===== config.mk =====
export PLATFORM = sky130hd
export DESIGN_NAME = pe_blk_sequencer
export DESIGN_NICKNAME = d
export VERILOG_FILES = /design/src/rtl/pe_seq_pkg.sv /design/src/rtl/pe_valid_pipe.sv /design/src/rtl/pe_blk_sequencer.sv
export SDC_FILE = /design/constraint.sdc
export NUM_CORES = 1
export LEC_CHECK = 0
export ABC_AREA = 0
export CORE_MARGIN = 4
export CORE_UTILIZATION = 63
export DETAILED_ROUTE_END_ITERATION = 7
export PLACE_DENSITY = 0.85
export SYNTH_ARGS = -nofsm -noshare
export SYNTH_HDL_FRONTEND = slang
export SYNTH_SLANG_ARGS = --single-unit

===== constraint.sdc =====
create_clock -name clk -period 4 [get_ports clk]
set_clock_uncertainty 0.15 [all_clocks]
set_input_delay 0.4 -clock clk [delete_from_list [all_inputs] [get_ports clk]]
set_output_delay 0.4 -clock clk [all_outputs]
set_load 0.02 [all_outputs]

===== src/rtl/pe_seq_pkg.sv =====
// Shared definitions for the MHA PE-array tile sequencers: FSM states,
// pipeline latency helper and the default accumulator staging depth.
package pe_seq_pkg;

    localparam int STAGE_LAT_DEF = 1;

    typedef enum logic [2:0] {
        ST_IDLE    = 3'd0,
        ST_LOAD_WT = 3'd1,
        ST_STREAM  = 3'd2,
        ST_DRAIN   = 3'd3,
        ST_DONE    = 3'd4
    } state_t;

    // Row issue to result valid: the systolic skew plus the accumulator staging.
    function automatic int pipe_lat(input int depth, input int column, input int stg);
        return depth + column - 1 + stg;
    endfunction

endpackage


===== src/rtl/pe_valid_pipe.sv =====
// Fixed-latency valid shift register; never stalls, cleared synchronously by clr.
module pe_valid_pipe #(
    parameter int DEPTH = 20
) (
    input  logic clk,
    input  logic reset,
    input  logic clr,
    input  logic in,
    output logic out
);

    logic [DEPTH:1] vld_pipe;

    always_ff @(posedge clk or posedge reset) begin
        if (reset)
            vld_pipe <= '0;
        else if (clr)
            vld_pipe <= '0;
        else
            vld_pipe <= DEPTH'({vld_pipe, in});
    end

    assign out = vld_pipe[DEPTH];

endmodule


===== src/rtl/pe_blk_sequencer.sv =====
// Sequences one tile through the PE array: weight load, row streaming and
// pipeline drain, with a res_valid strobe aligned to the staged acc_out.
module pe_blk_sequencer
    import pe_seq_pkg::*;
#(
    parameter int bit_width       = 8,
    parameter int systolic_depth  = 4,
    parameter int systolic_column = 16,
    parameter int stage_lat       = STAGE_LAT_DEF,
    parameter int row_width       = 10
) (
    input  logic                 clk,
    input  logic                 reset,
    input  logic                 start,
    input  logic [row_width-1:0] cfg_rows,
    input  logic                 abort,
    input  logic                 wt_valid,
    output logic                 wt_ready,
    input  logic                 dat_valid,
    output logic                 dat_ready,
    output logic                 is_wt,
    output logic                 dat_en,
    output logic                 res_valid,
    output logic                 busy,
    output logic                 done
);

    localparam int PIPE_LAT = pipe_lat(systolic_depth, systolic_column, stage_lat);
    localparam int WCW      = $clog2(systolic_depth) + 1;
    localparam logic [WCW-1:0] WT_LAST = WCW'(systolic_depth - 1);

    if (bit_width < 1 || systolic_depth < 1 || systolic_column < 1 || row_width < 1 ||
        PIPE_LAT < 1) begin : g_bad_param
        $error("pe_blk_sequencer: invalid parameter set");
    end

    state_t               state;
    logic [row_width-1:0] rows_q;
    logic [row_width-1:0] in_cnt;
    logic [row_width-1:0] out_cnt;
    logic [row_width-1:0] out_cnt_nxt;
    logic [WCW-1:0]       wt_cnt;

    // Readies decode from state only, so valid never loops back into ready.
    assign wt_ready  = (state == ST_LOAD_WT);
    assign dat_ready = (state == ST_STREAM);
    assign is_wt     = wt_valid & wt_ready;
    assign dat_en    = dat_valid & dat_ready;
    assign busy      = (state != ST_IDLE);
    assign done      = (state == ST_DONE);

    assign out_cnt_nxt = out_cnt + row_width'(res_valid);

    always_ff @(posedge clk or posedge reset) begin
        if (reset) begin
            state   <= ST_IDLE;
            rows_q  <= '0;
            in_cnt  <= '0;
            out_cnt <= '0;
            wt_cnt  <= '0;
        end else if (abort) begin
            state   <= ST_IDLE;
            rows_q  <= '0;
            in_cnt  <= '0;
            out_cnt <= '0;
            wt_cnt  <= '0;
        end else begin
            // Results can land during STREAM for long tiles, so count everywhere.
            if (res_valid)
                out_cnt <= out_cnt_nxt;
            case (state)
                ST_IDLE: begin
                    if (start) begin
                        rows_q  <= cfg_rows;
                        in_cnt  <= '0;
                        out_cnt <= '0;
                        wt_cnt  <= '0;
                        state   <= ST_LOAD_WT;
                    end
                end
                ST_LOAD_WT: begin
                    if (is_wt) begin
                        wt_cnt <= wt_cnt + 1'b1;
                        if (wt_cnt == WT_LAST)
                            state <= (rows_q != '0) ? ST_STREAM : ST_DONE;
                    end
                end
                ST_STREAM: begin
                    if (dat_en) begin
                        in_cnt <= in_cnt + 1'b1;
                        if (in_cnt + 1'b1 == rows_q)
                            state <= ST_DRAIN;
                    end
                end
                ST_DRAIN: begin
                    if (out_cnt_nxt == rows_q)
                        state <= ST_DONE;
                end
                ST_DONE:  state <= ST_IDLE;
                default:  state <= ST_IDLE;
            endcase
        end
    end

    pe_valid_pipe #(
        .DEPTH (PIPE_LAT)
    ) u_vld_pipe (
        .clk   (clk),
        .reset (reset),
        .clr   (abort),
        .in    (dat_en),
        .out   (res_valid)
    );

endmodule


Word level (Yosys, flattened, before mapping)

Cells that the tools add are included.

$add $sub $neg: 3
Equal/unequal tests: 13
Muxes and demuxes: 25
Bitwise logic cells: 2
Reductions and logical operators: 11

Operators by type and width:

| kind                                                                   | count |
|---|---|
| 10-bit two-way mux                                                     | 10 |
| 3-bit two-way mux                                                      | 11 |
| 10-bit equality test                                                   | 2 |
| 20-bit two-way mux                                                     | 1 |
| 10-bit case mux with 2 select lines                                    | 1 |
| 3-bit by 2-bit != test with 1-bit output (second input constant)       | 4 |
| 3-bit case mux with 4 select lines                                     | 1 |
| 10-bit by 1-bit adder with 10-bit output                               | 1 |
| 10-bit by 1-bit adder with 10-bit output (second input constant)       | 1 |
| 10-bit nonzero test                                                    | 1 |
| 3-bit by 2-bit equality test with 1-bit output (second input constant) | 3 |
| 3-bit nonzero test                                                     | 3 |
| 3-bit != test (second input constant)                                  | 2 |
| 3-bit case mux with 2 select lines                                     | 1 |
| 3-bit AND reduction                                                    | 2 |
| 6-bit AND reduction                                                    | 1 |
| 2-bit nonzero test                                                     | 2 |
| 3-bit by 1-bit adder with 3-bit output (second input constant)         | 1 |
| 3-bit by 1-bit equality test with 1-bit output (second input constant) | 1 |
| 3-bit equality test (second input constant)                            | 1 |
| 3-bit zero test                                                        | 1 |
| 1-bit AND                                                              | 2 |
| 2-bit AND reduction                                                    | 1 |

Flip-flop bits (word level): 56
Input bits: 16
Output and inout port bits: 7
Logic and storage cells: 60

Longest topological paths before layout

Gate-level depths: netlist of run 1.

Depth after elaboration: 6
Gate-level depth with buffers: 9
Mapped depth without buffers: 9

By module

A second synthesis of run 1 with hierarchy kept.

Cell total of the unflattened synthesis: 337
Area total of the unflattened synthesis: 3139.3 um2

By module, submodules not included:

| module           | times used | cells each | area each (um2) | seq. area each (um2) |
|---|---|---|---|---|
| pe_blk_sequencer | 1          | 294        | 2417.3          | 900.9 |
| pe_valid_pipe    | 1          | 43         | 721.9           | 500.5 |

Worst setup path before layout of run 1

Ideal clock, no wire load.

Path kind: register -> register
Start: register u_vld_pipe.vld_pipe[20] (netlist name)
End: register state[0]
Setup time: 121 ps
Arrival time: 2096 ps
Data required time: 3729 ps
Slack: 1633 ps
Stages on the path, launching flop included: 10
Buffers on the path: 0
Period minus slack after synthesis: 2367 ps
Path through: dfrtp_1 > ha_1 > ha_1 > nand3_1 > nor3_1 > xnor2_1 > nor4_1 > a31oi_1 > nor2b_1 > a22o_1

Longest elaborated chain between the ends: 4

RTL lines:

| what                                     | RTL line               | source |
|---|---|---|
| start, declared                          | pe_valid_pipe.sv:12    | `logic [DEPTH:1] vld_pipe;` |
| start signal, assigned                   | pe_valid_pipe.sv:20    | `vld_pipe <= DEPTH'({vld_pipe, in});` |
| 10-bit by 1-bit adder with 10-bit output | pe_blk_sequencer.sv:52 | `assign out_cnt_nxt = out_cnt + row_width'(res_valid);` |
| 10-bit equality test                     | pe_blk_sequencer.sv:96 | `if (out_cnt_nxt == rows_q)` |
| 3-bit != test (no line)                  | --                     |  |
| 6-bit AND reduction (no line)            | --                     |  |
| end signal, assigned                     | pe_blk_sequencer.sv:85 | `state <= (rows_q != '0) ? ST_STREAM : ST_DONE;` |
| end, declared                            | pe_blk_sequencer.sv:37 | `state_t state;` |

No other way between the ends.
A chain may end at the register's enable or synchronous reset.

Worst setup path after layout of run 1

Ends and elaborated chain as after synthesis.

==> impl_metrics.ini, run 1 <==
[route]
wl_per_cell_um = 15.8
ant_nets = 0
drtPass1Iterations = 4
drt_iter0_markers = 187
num_vias = 2341
wirelength_mm = 6.18
drc = 0
vias_per_cell = 5.99

[floorplanning]
num_io_pins = 23
start_util_pct = 66.8
die_w_um = 76.9
std_cell_rows = 24
coreArea_um2 = 4470
die_h_um = 76.9
die_area_um2 = 5910

[place]
dp_hpwl_mm = 4.28
port_buffers = 22
place_congestion = 0.882

[global_routing]
antenna_found_initial = 0
grt_max_degree = 35
track_usage_pct = 22.3
grt_pass1_wl_mm = 10.8
overflow = 0
grt_pass1_vias = 2244

[clock_network]
htreeDepth = 2
postCtsSetupBuffers = 0
clock-sinks = 56
clkLatencyLatePin_ns = 0.31
ctsResizeCount = 0
numCtsBuffers = 5
clock_path_buffers = 2
path_clk_slew_ns = 0.11
cts_tree = yes
ctsHoldBuffers = 0
clockRootBuffer = clkbuf_8

[setup_path]
critPathLaunchType = flop
path_common_cell = ha_1
path_delay_family = simple AND/OR/NAND/NOR gates
r2r_start = u_vld_pipe.vld_pipe[20]$_DFF_PP0_
worstPathRequired_ns = 4.07
cp_max_fo = 10
rrSetupSlack_ns = 1.13
ff2ff_path_depth = 8
crit_chain = ha_1, ha_1, nand3_1, nor2_2, xnor2_1, nor4_1, a31oi_1, a22o_1
worstReg2RegEnd = state[0]$_DFFE_PP0P_
end_kind = flop
cpPeakStageDelay_ns = 0.56
critPathKind = reg2reg
crit_slowest_cell = dfrtp_1
worst_ep_arrival_time_ns = 2.93
worst-path-buf-inv = 0

[layout]
area_growth_pct = 11.1
diodes = 0
drive_gt1_share_pct = 7.08
fin_nets = 359

[timing]
final-setup-viol-count = 0
worst_pin_slew_ns = 0.721
period_needed_ns = 2.87
min_period_over_period_pct = 71.6
holdWs_ns = 0.325
grt_setup_unrepaired = false
relSlewSlack_pct = 51.9
hold_violations = 0
drv_slew = 0
setup_tns_ns = 0
clock.fmax_mhz = 349

[outcome]
status = complete, no violations

[synth]
ys.flop_type = dfrtp_1
synthTopCellsByArea = dfrtp_1 47%, nand2_1 5.5%, xnor2_1 5.0%
synth_commonest_cells = 56 x dfrtp_1, 44 x nand2_1, 26 x nor2_1, 21 x nor2b_1, 21 x o21ai_0
syn_nets = 342
avgSynthCellArea_um2 = 9.31
yosysSeqAreaShare_pct = 46.9
synth_edf_count = 0
synth_top_area_share_pct = 46.9
netlist_instances = 321
ys_warn_count = 0
yosysTopAreaCell = dfrtp_1
synth_area_um2 = 2990
ys_ff_latch = 56
yosysMostFrequentCell = dfrtp_1
ys_async_sr_fraction_pct = 100
synth_cell_types = 45

[worst_hold_path]
whs_path_depth = 1
min_from = u_vld_pipe.vld_pipe[8]$_DFF_PP0_
min_path_type = reg2reg
whs_endpoint = u_vld_pipe.vld_pipe[9]$_DFF_PP0_

[pwr]
p_per_area_nw_per_um2 = 436
p_leak_nw = 1.45
worst_ir_drop_vdd_v = 0.000414

[flow_run]
max-cap-violations = 0
[registers in the layout (all words and copies together), names as in the netlist]
signal	cells
in_cnt	10
out_cnt	10
rows_q	10
state	3
u_vld_pipe.vld_pipe	20
wt_cnt	3
[stage by stage]
stage	std cells	power [W]	cell area [um2]	utilization, %	setup WS [ns]
detailed placement	383	0.00111	3220	72.0	1.25
global placement	383	0.00110	3220	72.0	1.39
finish	391	0.00145	3320	74.2	1.13
CTS	391	0.00145	3320	74.2	1.15
floorplan	321	0.000983	2990	-	1.63
global route	391	0.00154	3320	74.2	0.980
[power by group]
group	switching (W)	leakage (nW)	internal [W]	total, W
registers	0.0000794	0.776	0.000602	0.000682
logic	0.000253	0.619	0.000182	0.000435
clock network	0.000198	0.0511	0.000133	0.000331
total	0.000531	1.45	0.000917	0.00145
[cell type report]
cell class	instances	area (um2)
fillers	322	1150
repair buffers	24	235
multi-input cells	242	1490
inverters	9	33.8
flip-flops and latches	56	1400
well taps	52	65.1
clock buffers	5	68.8
clock inverters	3	28.8
[layout by cell type, fill, tap and decap left out, types with 6 or more instances in the layout]
master           synthesis  layout
a21oi_1                 18      18
clkdlybuf4s50_1          0      22
nor2b_1                 21      21
nand2_1                 44      44
nand3_1                  6       6
xor2_1                  15      15
nand4_1                  6       6
xnor2_1                 17      17
dfrtp_1                 56      56
nor3_1                  11      11
inv_1                    8       7
a31oi_1                  7       7
nor2_1                  26      26
o21ai_0                 21      21
[worst max-delay path by stage]
stage | from | depth (start not counted) | slack [ns] | endpoint
after floorplan | u_vld_pipe.vld_pipe[20]$_DFF_PP0_ | 9 | 1.63 | state[0]$_DFFE_PP0P_
after global placement | u_vld_pipe.vld_pipe[20]$_DFF_PP0_ | 8 | 1.39 | state[0]$_DFFE_PP0P_
after detailed placement | u_vld_pipe.vld_pipe[20]$_DFF_PP0_ | 8 | 1.25 | state[0]$_DFFE_PP0P_
after CTS | u_vld_pipe.vld_pipe[20]$_DFF_PP0_ | 8 | 1.15 | state[0]$_DFFE_PP0P_
after global routing | u_vld_pipe.vld_pipe[20]$_DFF_PP0_ | 9 | 0.98 | state[0]$_DFFE_PP0P_
final | u_vld_pipe.vld_pipe[20]$_DFF_PP0_ | 8 | 1.13 | state[0]$_DFFE_PP0P_
[cells by family (layout without fill, tap and decap cells)]
| logic type | count (synthesis) | after routing | synth area share (%) |
|---|---|---|---|
| AOI/OAI and AO/OA | 57 | 57 | 11.2 |
| DFF | 56 | 56 | 46.9 |
| adders and majority gates | 5 | 5 | 2.09 |
| xor gates and xnor gates | 32 | 32 | 9.38 |
| buffers and inverters | 23 | 41 | 3.35 |
| muxes | 3 | 3 | 1.01 |
| and+or+nand+nor | 145 | 145 | 26.1 |
[per-layer routing]
metal | global-route usage (%) | part of all wire, % | vias up
met5 | 0 | 0 | -
met4 | 6.70 | 1.8 | 0
met3 | 3.98 | 6.1 | 13
met2 | 34.3 | 45 | 85
met1 | 32.1 | 47 | 1113
li1 | - | - | 1130
Note: power is estimated with default switching activity, not from simulation.
==> inputs of run 2 (changes only) <==
--- a/config.mk
+++ b/config.mk
@@ -7,9 +7,9 @@
 export LEC_CHECK = 0
 export ABC_AREA = 0
 export CORE_MARGIN = 4
-export CORE_UTILIZATION = 63
+export CORE_UTILIZATION = 58
 export DETAILED_ROUTE_END_ITERATION = 7
-export PLACE_DENSITY = 0.85
+export PLACE_DENSITY = 0.79
 export SYNTH_ARGS = -nofsm -noshare
 export SYNTH_HDL_FRONTEND = slang
 export SYNTH_SLANG_ARGS = --single-unit
==> constraint.sdc (replaced) <==
create_clock -name clk -period 2.8 [get_ports clk]
set_clock_uncertainty 0.15 [all_clocks]
set_input_delay 0.28 -clock clk [delete_from_list [all_inputs] [get_ports clk]]
set_output_delay 0.28 -clock clk [all_outputs]
set_load 0.02 [all_outputs]
==> impl_metrics.ini, run 2 (synthesis results as in run 1) <==
[layout]
area_growth_pct = 12.3
top_register = u_vld_pipe.vld_pipe
drive_gt1_share_pct = 7.33
fin_nets = 361
largest_reg_flops = 20
final_cells = 408
final_cell_mix = 56 x dfrtp_1, 44 x nand2_1, 26 x nor2_1
diodes = 0
final_common_cell = dfrtp_1

[pwr]
combPwrFrac_pct = 30.7
p_leak_nw = 1.46
swShare_pct = 35.9
power_switching_w = 0.000731
internal-power_w = 0.00130
p_per_area_nw_per_um2 = 606
seqPwrFrac_pct = 48.2
clockPowerShare_pct = 21.1
worst_ir_drop_vdd_v = 0.000369

[timing]
grt_setup_unrepaired = false
hold_violations = 0
setup_tns_ns = 0
period_needed_ns = 2.47
clock.fmax_mhz = 405
min_period_over_period_pct = 88.2
setup_ws_ns = 0.329
worst_pin_slew_ns = 0.761
drv_slew = 0
final-setup-viol-count = 0
relSlewSlack_pct = 49.3

[place]
pre_cts_slack_ns = 0.390
dp.cells = 400
port_buffers = 22
dp_hpwl_mm = 4.40
place_congestion = 0.860

[route]
wl_per_cell_um = 15.0
ant_nets = 0
drtPass1Iterations = 4
drc = 0
drt_iter0_markers = 138
vias_per_cell = 5.62
num_vias = 2293
wirelength_mm = 6.12

[setup_path]
path_delay_family = adder cells
cp_max_fo = 6
worstPathRequired_ns = 2.85
end_kind = flop
critPathLaunchType = flop
critPathKind = reg2reg
cpPeakStageDelay_ns = 0.38
crit_chain = ha_1, ha_1, nand3_1, nor3_1, xnor2_1, nor4_1, a31oi_1, nor2b_1, a22o_1
path_common_cell = ha_1
worst_ep_arrival_time_ns = 2.52
rrSetupSlack_ns = 0.33
crit_slowest_cell = a31oi_1
worst-path-buf-inv = 0

[clock_network]
ctsHoldBuffers = 0
htreeDepth = 2
clock_path_buffers = 2
cts_tree = yes
clockRootBuffer = clkbuf_8
numCtsBuffers = 5
path_clk_slew_ns = 0.10
ctsResizeCount = 0
clock-sinks = 56
postCtsSetupBuffers = 0
clkLatencyLatePin_ns = 0.30

[outcome]
status = complete, no violations

[floorplanning]
die_w_um = 79.8
std_cell_rows = 25
die_h_um = 79.8
coreArea_um2 = 4850
die_area_um2 = 6360
num_io_pins = 23
start_util_pct = 61.6

[global_routing]
grt_pass1_vias = 2337
grt_pass1_wl_mm = 10.8
track_usage_pct = 21.7
antenna_found_initial = 0
grt_max_degree = 32
overflow = 0

[flow_run]
max-cap-violations = 0

[worst_hold_path]
min_path_type = in2async
==> run 2: cell type report <==
cell class / instances / area (um2)
sequential: 56 / 1400
multi-input combinational: 242 / 1490
clock inverter: 2 / 13.8
timing repair buffer: 26 / 263
fill: 384 / 1490
tap: 67 / 83.8
inverter: 9 / 33.8
clock buffer: 6 / 72.6
==> run 2: power groups by stage <==
stage / combinational, W / sequential [W] / clock (W)
floorplan: 0.000483 / 0.000921 / 0
global placement: 0.000607 / 0.000993 / 0
detailed placement: 0.000622 / 0.000994 / 0
CTS: 0.000627 / 0.000978 / 0.000443
global route: 0.000699 / 0.000989 / 0.000474
finish: 0.000624 / 0.000980 / 0.000429
==> run 2: final timing paths <==
path                       cells past startpoint                                end                         startpoint
max                                            9               state[0]$_DFFE_PP0P_  u_vld_pipe.vld_pipe[20]$_DFF_PP0_
min                                            2              wt_cnt[2]$_DFFE_PP0P_                              reset
max reg2reg                                    9               state[0]$_DFFE_PP0P_  u_vld_pipe.vld_pipe[20]$_DFF_PP0_
min reg2reg                                    1  u_vld_pipe.vld_pipe[16]$_DFF_PP0_  u_vld_pipe.vld_pipe[15]$_DFF_PP0_
max in group asynchronous                      3              rows_q[8]$_DFFE_PP0P_                              reset
min in group clk                               1  u_vld_pipe.vld_pipe[16]$_DFF_PP0_  u_vld_pipe.vld_pipe[15]$_DFF_PP0_
==> run 2: worst register-to-register path: stages (launching register included) <==
cell     delay (ns)
dfrtp_1        0.36
ha_1           0.28
ha_1           0.31
nand3_1        0.15
nor3_1         0.21
xnor2_1        0.15
nor4_1         0.07
a31oi_1        0.38
nor2b_1        0.09
a22o_1         0.21
==> run 2: per-layer routing <==
layer | global-route usage [%] | up-vias | wire length (um)
met3 | 3.50 | 20 | 200
met4 | 10.3 | 0 | 166
met2 | 34.9 | 48 | 2900
li1 | - | 1135 | -
met5 | 0 | - | 0
met1 | 28.8 | 1090 | 2850
==> run 2: through the flow <==
stage	total power [W]	util [%]	area, um2	hold slack [ns]
global placement	0.00160	67.4	3270	0.293
CTS	0.00205	69.2	3350	0.211
floorplan	0.00140	-	2990	0.261
detailed placement	0.00162	67.4	3270	0.304
finish	0.00203	69.2	3350	0.198
global route	0.00216	69.2	3350	0.229
